$ cat src/rtl/digit_serial_subtractor.sv
// digit_serial_subtractor
//
// Multi-cycle unsigned subtractor: {borrowOut, xy} = x - y - borrowIn over
// WIDTH bits. One DIGIT-bit slice is handled per clock by a single shared
// ripple-borrow slice. The borrow between slices is held in a register.
// A start/done handshake controls the block. Optional unsigned saturation
// clamps the result to zero on a final borrow. A zero flag is also provided.
//
// Parameters
//   WIDTH     operand/result width; must be a multiple of DIGIT
//   DIGIT     bits processed per clock (>= 1); NDIG = WIDTH/DIGIT
//
// Ports
//   clk        in   rising-edge clock
//   nReset     in   asynchronous active-low reset
//   start      in   request a subtraction (ignored while busy)
//   x, y       in   minuend / subtrahend, sampled on the accepting edge
//   borrowIn   in   initial borrow, sampled on the accepting edge
//   satMode    in   clamp result to 0 on final borrow, sampled on accept
//   busy       out  high while digits are being processed (NDIG cycles)
//   done       out  one-cycle pulse, result valid
//   xy         out  difference (after optional saturation)
//   borrowOut  out  final borrow (before saturation)
//   zero       out  xy == 0
module digit_serial_subtractor #(
  parameter int WIDTH = 16,
  parameter int DIGIT = 4
) (
  input  logic             clk,
  input  logic             nReset,
  input  logic             start,
  input  logic [WIDTH-1:0] x,
  input  logic [WIDTH-1:0] y,
  input  logic             borrowIn,
  input  logic             satMode,
  output logic             busy,
  output logic             done,
  output logic [WIDTH-1:0] xy,
  output logic             borrowOut,
  output logic             zero
);

  localparam int NDIG  = WIDTH / DIGIT;
  localparam int IDX_W = (NDIG > 1) ? $clog2(NDIG) : 1;
  localparam logic [IDX_W-1:0] LAST_IDX = IDX_W'(NDIG - 1);

  typedef enum logic [1:0] {
    S_IDLE = 2'd0,
    S_RUN  = 2'd1,
    S_DONE = 2'd2
  } state_t;

  state_t           r_state;
  logic [WIDTH-1:0] r_x;       // operands shift right so slice i is always at [DIGIT-1:0]
  logic [WIDTH-1:0] r_y;
  logic [WIDTH-1:0] r_res;
  logic             r_borrow;
  logic             r_sat;
  logic [IDX_W-1:0] r_idx;

  logic [DIGIT:0]   w_slice;
  logic [DIGIT-1:0] w_d;
  logic             w_b;
  logic [WIDTH-1:0] w_res_new;
  logic [WIDTH-1:0] w_xy_new;
  logic             w_last;

  // One DIGIT-bit ripple-borrow slice. The MSB of the result is the borrow out.
  function automatic logic [DIGIT:0] sub_slice(input logic [DIGIT-1:0] a,
                                                input logic [DIGIT-1:0] b,
                                                input logic             bin);
    return {1'b0, a} - {1'b0, b} - {{DIGIT{1'b0}}, bin};
  endfunction

  // Unsigned saturation: an underflowing difference clamps to zero.
  function automatic logic [WIDTH-1:0] saturate(input logic [WIDTH-1:0] v,
                                                input logic             en,
                                                input logic             bout);
    return (en && bout) ? '0 : v;
  endfunction

  assign w_slice = sub_slice(r_x[DIGIT-1:0], r_y[DIGIT-1:0], r_borrow);
  assign w_d     = w_slice[DIGIT-1:0];
  assign w_b     = w_slice[DIGIT];
  assign w_last  = (r_idx == LAST_IDX);

  // The full working result including the slice being written this cycle,
  // so the completion edge can publish it directly.
  always_comb begin
    w_res_new = r_res;
    w_res_new[r_idx*DIGIT +: DIGIT] = w_d;
  end

  assign w_xy_new = saturate(w_res_new, r_sat, w_b);

  always_ff @(posedge clk or negedge nReset) begin
    if (!nReset) begin
      r_state   <= S_IDLE;
      r_x       <= '0;
      r_y       <= '0;
      r_res     <= '0;
      r_borrow  <= 1'b0;
      r_sat     <= 1'b0;
      r_idx     <= '0;
      busy      <= 1'b0;
      done      <= 1'b0;
      xy        <= '0;
      borrowOut <= 1'b0;
      zero      <= 1'b0;
    end else begin
      case (r_state)
        S_IDLE, S_DONE: begin
          done <= 1'b0;
          if (start) begin
            r_x      <= x;
            r_y      <= y;
            r_borrow <= borrowIn;
            r_sat    <= satMode;
            r_res    <= '0;
            r_idx    <= '0;
            busy     <= 1'b1;
            r_state  <= S_RUN;
          end else begin
            r_state <= S_IDLE;
          end
        end
        S_RUN: begin
          r_x      <= r_x >> DIGIT;
          r_y      <= r_y >> DIGIT;
          r_borrow <= w_b;
          r_res    <= w_res_new;
          if (w_last) begin
            borrowOut <= w_b;
            xy        <= w_xy_new;
            zero      <= (w_xy_new == '0);
            busy      <= 1'b0;
            done      <= 1'b1;
            r_state   <= S_DONE;
          end else begin
            r_idx <= r_idx + IDX_W'(1);
          end
        end
        default: begin
          busy    <= 1'b0;
          done    <= 1'b0;
          r_state <= S_IDLE;
        end
      endcase
    end
  end

endmodule

$ cat config.mk
export PLATFORM = sky130hd
export DESIGN_NAME = digit_serial_subtractor
export DESIGN_NICKNAME = d
export VERILOG_FILES = /design/src/rtl/digit_serial_subtractor.sv
export SDC_FILE = /design/constraint.sdc
export NUM_CORES = 1
export LEC_CHECK = 0
export ABC_AREA = 0
export CORE_MARGIN = 2
export CORE_UTILIZATION = 44
export DETAILED_ROUTE_END_ITERATION = 7
export HOLD_SLACK_MARGIN = 0.12
export PLACE_DENSITY = 0.75
export SYNTH_ARGS = -nofsm -noshare
export SYNTH_HDL_FRONTEND = slang
export SYNTH_SLANG_ARGS = --single-unit
$ cat constraint.sdc
create_clock -name clk -period 7.8 [get_ports clk]
set_clock_uncertainty 0.15 [all_clocks]
set_input_delay 1.95 -clock clk [delete_from_list [all_inputs] [get_ports clk]]
set_output_delay 1.95 -clock clk [all_outputs]
set_load 0.02 [all_outputs]
## Word level (Yosys, flattened, before mapping)

Cells that the tools add are included.

| operators by class | value |
|---|---|
| mux-type cells | 21 |
| shift-type cells | 2 |
| equality and inequality tests | 6 |
| add/subtract/negate cells | 4 |
| reductions and logical operators | 10 |

Operators by type and width:

| operator | count |
|---|---|
| $pmux 16 s2 | 3 |
| $mux 16 | 4 |
| $neg 4->34 | 1 |
| $shift 4x34->16 const A | 1 |
| $shiftx 4x34->16 | 1 |
| $bwmux 16 | 1 |
| $logic_not 16->1 | 1 |
| $pmux 2 s2 | 2 |
| $reduce_and 2->1 | 4 |
| $mux 1 | 6 |
| $mux 2 | 3 |
| $ne 2x2->1 const B | 3 |
| $sub 4x4->5 | 1 |
| $sub 5x1->5 | 1 |
| $eq 2x2->1 const B | 2 |
| $pmux 1 s2 | 2 |
| $reduce_and 3->1 | 1 |
| $add 2x1->2 const B | 1 |
| $eq 2x1->1 const B | 1 |
| $logic_not 2->1 | 1 |
| $reduce_bool 2->1 | 1 |
| $reduce_or 2->1 | 1 |
| $logic_and 1x1->1 | 1 |

| storage, ports and cells | value |
|---|---|
| register bits after elaboration | 74 |
| word-level logic and storage cells | 55 |
| input bits | 37 |
| output and inout bits | 20 |

## Longest topological paths before layout

| depth | value |
|---|---|
| depth in word-level cells | 6 |
| gate-level depth with buffers | 10 |
| depth with buffers taken out | 9 |

## Least setup slack after synthesis

Ideal clock, no wire load.

| path | value |
|---|---|
| path kind | in2reg |
| from | input start |
| to | register r_x[0] |
| arrival | 2687 ps |
| required time | 7529 ps |
| setup time | 121 ps |
| path buffers | 2 |
| path slack | 4843 ps |
| stages on the path | 6 |
| path through | nand2b_1 -> clkbuf_1 -> nand2_1 -> buf_1 -> nor2_1 -> nor2_1 |

| on the way | value |
|---|---|
| cells in the longest elaborated chain, start to end | 2 |

Ends and longest elaborated chain:

| what | line | text |
|---|---|---|
| start: declaration | 31 | `input logic start,` |
| $ne 2x2->1 (no source line) | -- |  |
| $reduce_and 2->1 (no source line) | -- |  |
| end signal: assignment | 128 | `r_x <= r_x >> DIGIT;` |
| end: declaration | 54 | `logic [WIDTH-1:0] r_x;` |

No other way between the ends.
A chain may end at the register's enable or synchronous reset.

## Worst setup path in the final report

| path | value |
|---|---|
| from | input start |
| to | register r_borrow |

| on the way | value |
|---|---|
| cells in the longest elaborated chain, start to end | 2 |

Ends and longest elaborated chain:

| what | line | text |
|---|---|---|
| $ne 2x2->1 (no source line) | -- |  |
| $reduce_and 2->1 (no source line) | -- |  |
| end signal: assignment | 117 | `r_borrow <= borrowIn;` |
| end signal: assignment | 130 | `r_borrow <= w_b;` |
| end: declaration | 57 | `logic r_borrow;` |

No other way between the ends.

==> impl_metrics.csv <==
group,metric,value,unit
cells_and_area,final_net_count,453,
cts,worstSkewPairLatency,0.34,ns
timing,finalCriticalPeriod,3.89,ns
timing,hold_fails_final_rpt,0,
worst_setup_path,r2r-start,"r_x[0]$_DFFE_PN0P_",
cts,tritoncts,"done",
worst_setup_path,crit_buf_inv,2,
cells_and_area,num_antenna_cells,0,
worst_setup_path,crit_slowest_cell,"nor2b_1",
grt,wire_length_of_the_first_global_routing_pass,13400,um
power_and_ir_drop,p_per_area,469,mW/mm^2
worst_setup_path,crit_path_max_fanout,14,
grt,grt.met1_usage,0.264,
drt,iteration_0_drc_count_of_the_detailed_router,151,
cts,ctsResizeCount,0,
cts,clk_transition_reported_paths,0.07,ns
drt,avgViaCountPerCell,5.51,
drt,dr.pass1.iters,5,
timing,setup_total_negative_slack,0,ns
grt,antenna_found_initial,0,
worst_setup_path,cp_top_family,"simple AND/OR/NAND/NOR gates",
drt,finalWirelength,7820,um
placement,place_area,0.00409,mm^2
synth,ys.warnings.count,0,
worst_setup_path,cp_cell_instances,"clkdlybuf4s50_1 > nor2b_1 > nor2_1 > buf_4 > a22oi_1 > o21ai_0",
timing,max_slew.worst_pin.slew,1.02,ns
worst_setup_path,timing.reg2reg.worst_path_depth,8,
synth,synth_nets,399,
grt,grtUsageMet2,0.328,
die,die_y,92.4,um
die,number_of_standard_cell_rows_in_the_floorplan,32,
grt,grt_pass1_vias,2755,
grt,global_route.peak_usage_layer,"met2",
die,floorplan.core_area,0.00765,mm^2
worst_setup_path,startpoint_type,"primary input",
cts,cts_max_level,3,
drt,drt-wirelength-per-cell,15.4,um
cts,cts_post_setup_buffers_inserted,0,
placement,hpwl,5530,um
drt,number_of_nets_with_antenna_violations_after_routing,0,
timing,fmax,257,MHz
synth,netlist_area,0.00344,mm^2
hold_path,min_delay_endpoint,"xy[11]$_DFFE_PN0P_",
timing,finalSetupViolations,0,
cts,cts_hold_buffers,0,
cells_and_area,final_cell_count_without_fillers,508,
die,initial_utilization,0.449,
die,io_pins,57,
drt,routed-via-count,2799,
cts,numClockSinks,73,
timing,slew_headroom,0.319,
power_and_ir_drop,power.static_leakage,0.00190,uW
timing,worst_hold_slack,0.325,ns
timing,grt_setup_unrepaired,"false",
worst_setup_path,crit_path_end_kind,"flip-flop",
die,fp.dieArea,0.00853,mm^2
placement,globalplace.congestion,0.910,
worst_setup_path,crit_arrival,3.95,ns
synth,synth-edff-count,0,
cts,cts_root_buf,"clkbuf_8",
worst_setup_path,setup.worst_path.class,"in -> reg",
synth,synth-seq-area-share,0.531,
grt,globalRouteOverflowTotal,0,
placement,dp_cells,493,
drt,route.detailed.drc,0,
cells_and_area,final_design_area_no_fill,0.00428,mm^2
worst_setup_path,rr_endpoint,"xy[6]$_DFFE_PN0P_",
grt,grt_start_max_net_pins,74,
timing,timing.final.crit_share,0.499,
synth,yosysUniqueCellTypes,40,
timing,final_max_slew_viol_count,0,
synth,postSynthRegisterBits,73,
hold_path,hold_path_startpoint,"xy[11]$_DFFE_PN0P_",
synth,synth_flop_cell,"dfrtp_1",
placement,buffer_ports.inserted,56,
cells_and_area,synthToLayoutAreaGrowth,24.5,%
die,die_x,92.4,um
cts,clock_tree.buffer_depth,2,
outcome,status,"finished clean",
worst_setup_path,slowest_delay,0.65,ns
cells_and_area,post_route_cells_drive_above_1_share,0.0640,
cts,cts_made_buffers,9,
synth,post_synth.cell_area_avg,9.88,um^2
worst_setup_path,crit_required,7.86,ns
hold_path,worstHoldPathCells,2,
power_and_ir_drop,irDropWorstVdd,0.192,mV
synth,async_reset_ff_frac,1.00,
worst_setup_path,reg2reg_setup_slack,4.85,ns
grt,grtUsageTotal,0.200,
grt,use_met3,0.0537,
hold_path,hold_path.class,"reg -> reg",
synth,synthCells,348,
flow_run,max_cap_viols,0,
through the flow:
step	setup slack [ns]	util	power [uW]
floorplan	4.84	-	1390
global placement	3.62	0.534	1700
detailed placement	3.56	0.534	1720
CTS	3.94	0.560	2020
global route	3.76	0.560	2180
finish	3.91	0.560	2010
layout make-up:
type / instances / area (um^2)
Timing Repair Buffer: 60 / 586
Multi-Input combinational cell: 239 / 1470
Sequential cell: 73 / 1830
Clock buffer: 12 / 155
Inverter: 19 / 71.3
Clock inverter: 3 / 40.0
Fill cell: 678 / 3370
Tap cell: 102 / 128
how the worst max path moves through the flow:
| stage | from | end | slack (ns) | depth (start not counted) |
|---|---|---|---|---|
| floorplan | start | r_x[0]$_DFFE_PN0P_ | 4.84 | 6 |
| detailed placement | start | r_res[15]$_DFFE_PN0P_ | 3.56 | 6 |
| finish | start | r_borrow$_DFFE_PN0P_ | 3.91 | 6 |
| CTS | start | r_res[15]$_DFFE_PN0P_ | 3.94 | 6 |
| global placement | start | r_borrow$_DFFE_PN0P_ | 3.62 | 6 |
| global route | start | r_res[15]$_DFFE_PN0P_ | 3.76 | 6 |
logic make-up after synthesis:
logic type      synth area share
compound gates             0.208
xor+xnor                  0.0153
fa+ha+maj                 0.0553
buf+inv                   0.0397
flops                      0.531
simple gates               0.150
power breakdown:
| group | switching [uW] | internal [uW] | total (uW) |
|---|---|---|---|
| registers | 101 | 539 | 640 |
| clock network | 133 | 163 | 296 |
| logic | 653 | 419 | 1070 |
| total | 887 | 1120 | 2010 |
flip-flops by register name (all words and copies together), names as in the netlist:
signal     count
r_res         16
r_x           16
r_y           16
xy            16
r_idx          2
r_state        2
borrowOut      1
busy           1
r_borrow       1
r_sat          1
zero           1
worst register-to-register path: stages (launching register included):
cell and delay [ns]:
dfrtp_1 0.40, fa_1 0.45, inv_1 0.09, fa_1 0.26, nand2_1 0.07, a21oi_1 0.17, xnor2_1 0.18, nor2_1 0.81
o21ai_0 0.21
metal layers:
metal,up-vias,part of all wire
met2,100,0.48
met1,1348,0.45
met4,0,0.015
li1,1340,-
met5,-,0
met3,11,0.055
cell usage after synthesis (2+ instances only):
cell type	instances	area, um^2
a31oi_1	2	12.5
fa_1	2	40.0
o21ai_0	22	110
nor3_1	3	15.0
nand2b_1	3	18.8
dfrtp_1	73	1830
inv_1	19	71.3
a21oi_1	16	80.1
nand2_1	35	131
clkbuf_1	15	56.3
xnor2_1	3	26.3
o31ai_1	15	113
a22oi_1	4	30.0
ha_1	12	150
a22o_1	10	87.6
nor2b_1	11	68.8
xor2_1	3	26.3
o221a_2	2	22.5
o22ai_1	26	163
a32o_1	4	40.0
and2_1	2	12.5
nor2_1	48	180
layout by cell type, fill, tap and decap left out, types with 2 or more instances in the layout:
cell type and instances:
a21oi_1 16, nor3_1 3, o22ai_1 26, and2_1 2
ha_1 12, xnor2_1 3, nand2b_1 3, fa_1 2
a31oi_1 2, o221a_2 2, xor2_1 3, o31ai_1 15
a22oi_1 4, clkbuf_8 11, inv_1 19, buf_4 4
nor2b_1 11, a32o_1 4, clkinv_2 2, o21ai_0 22
nand2_1 35, nor2_1 48, dfrtp_1 73, a22o_1 10
clkdlybuf4s50_1 55
(Power assumes the default switching activity.)
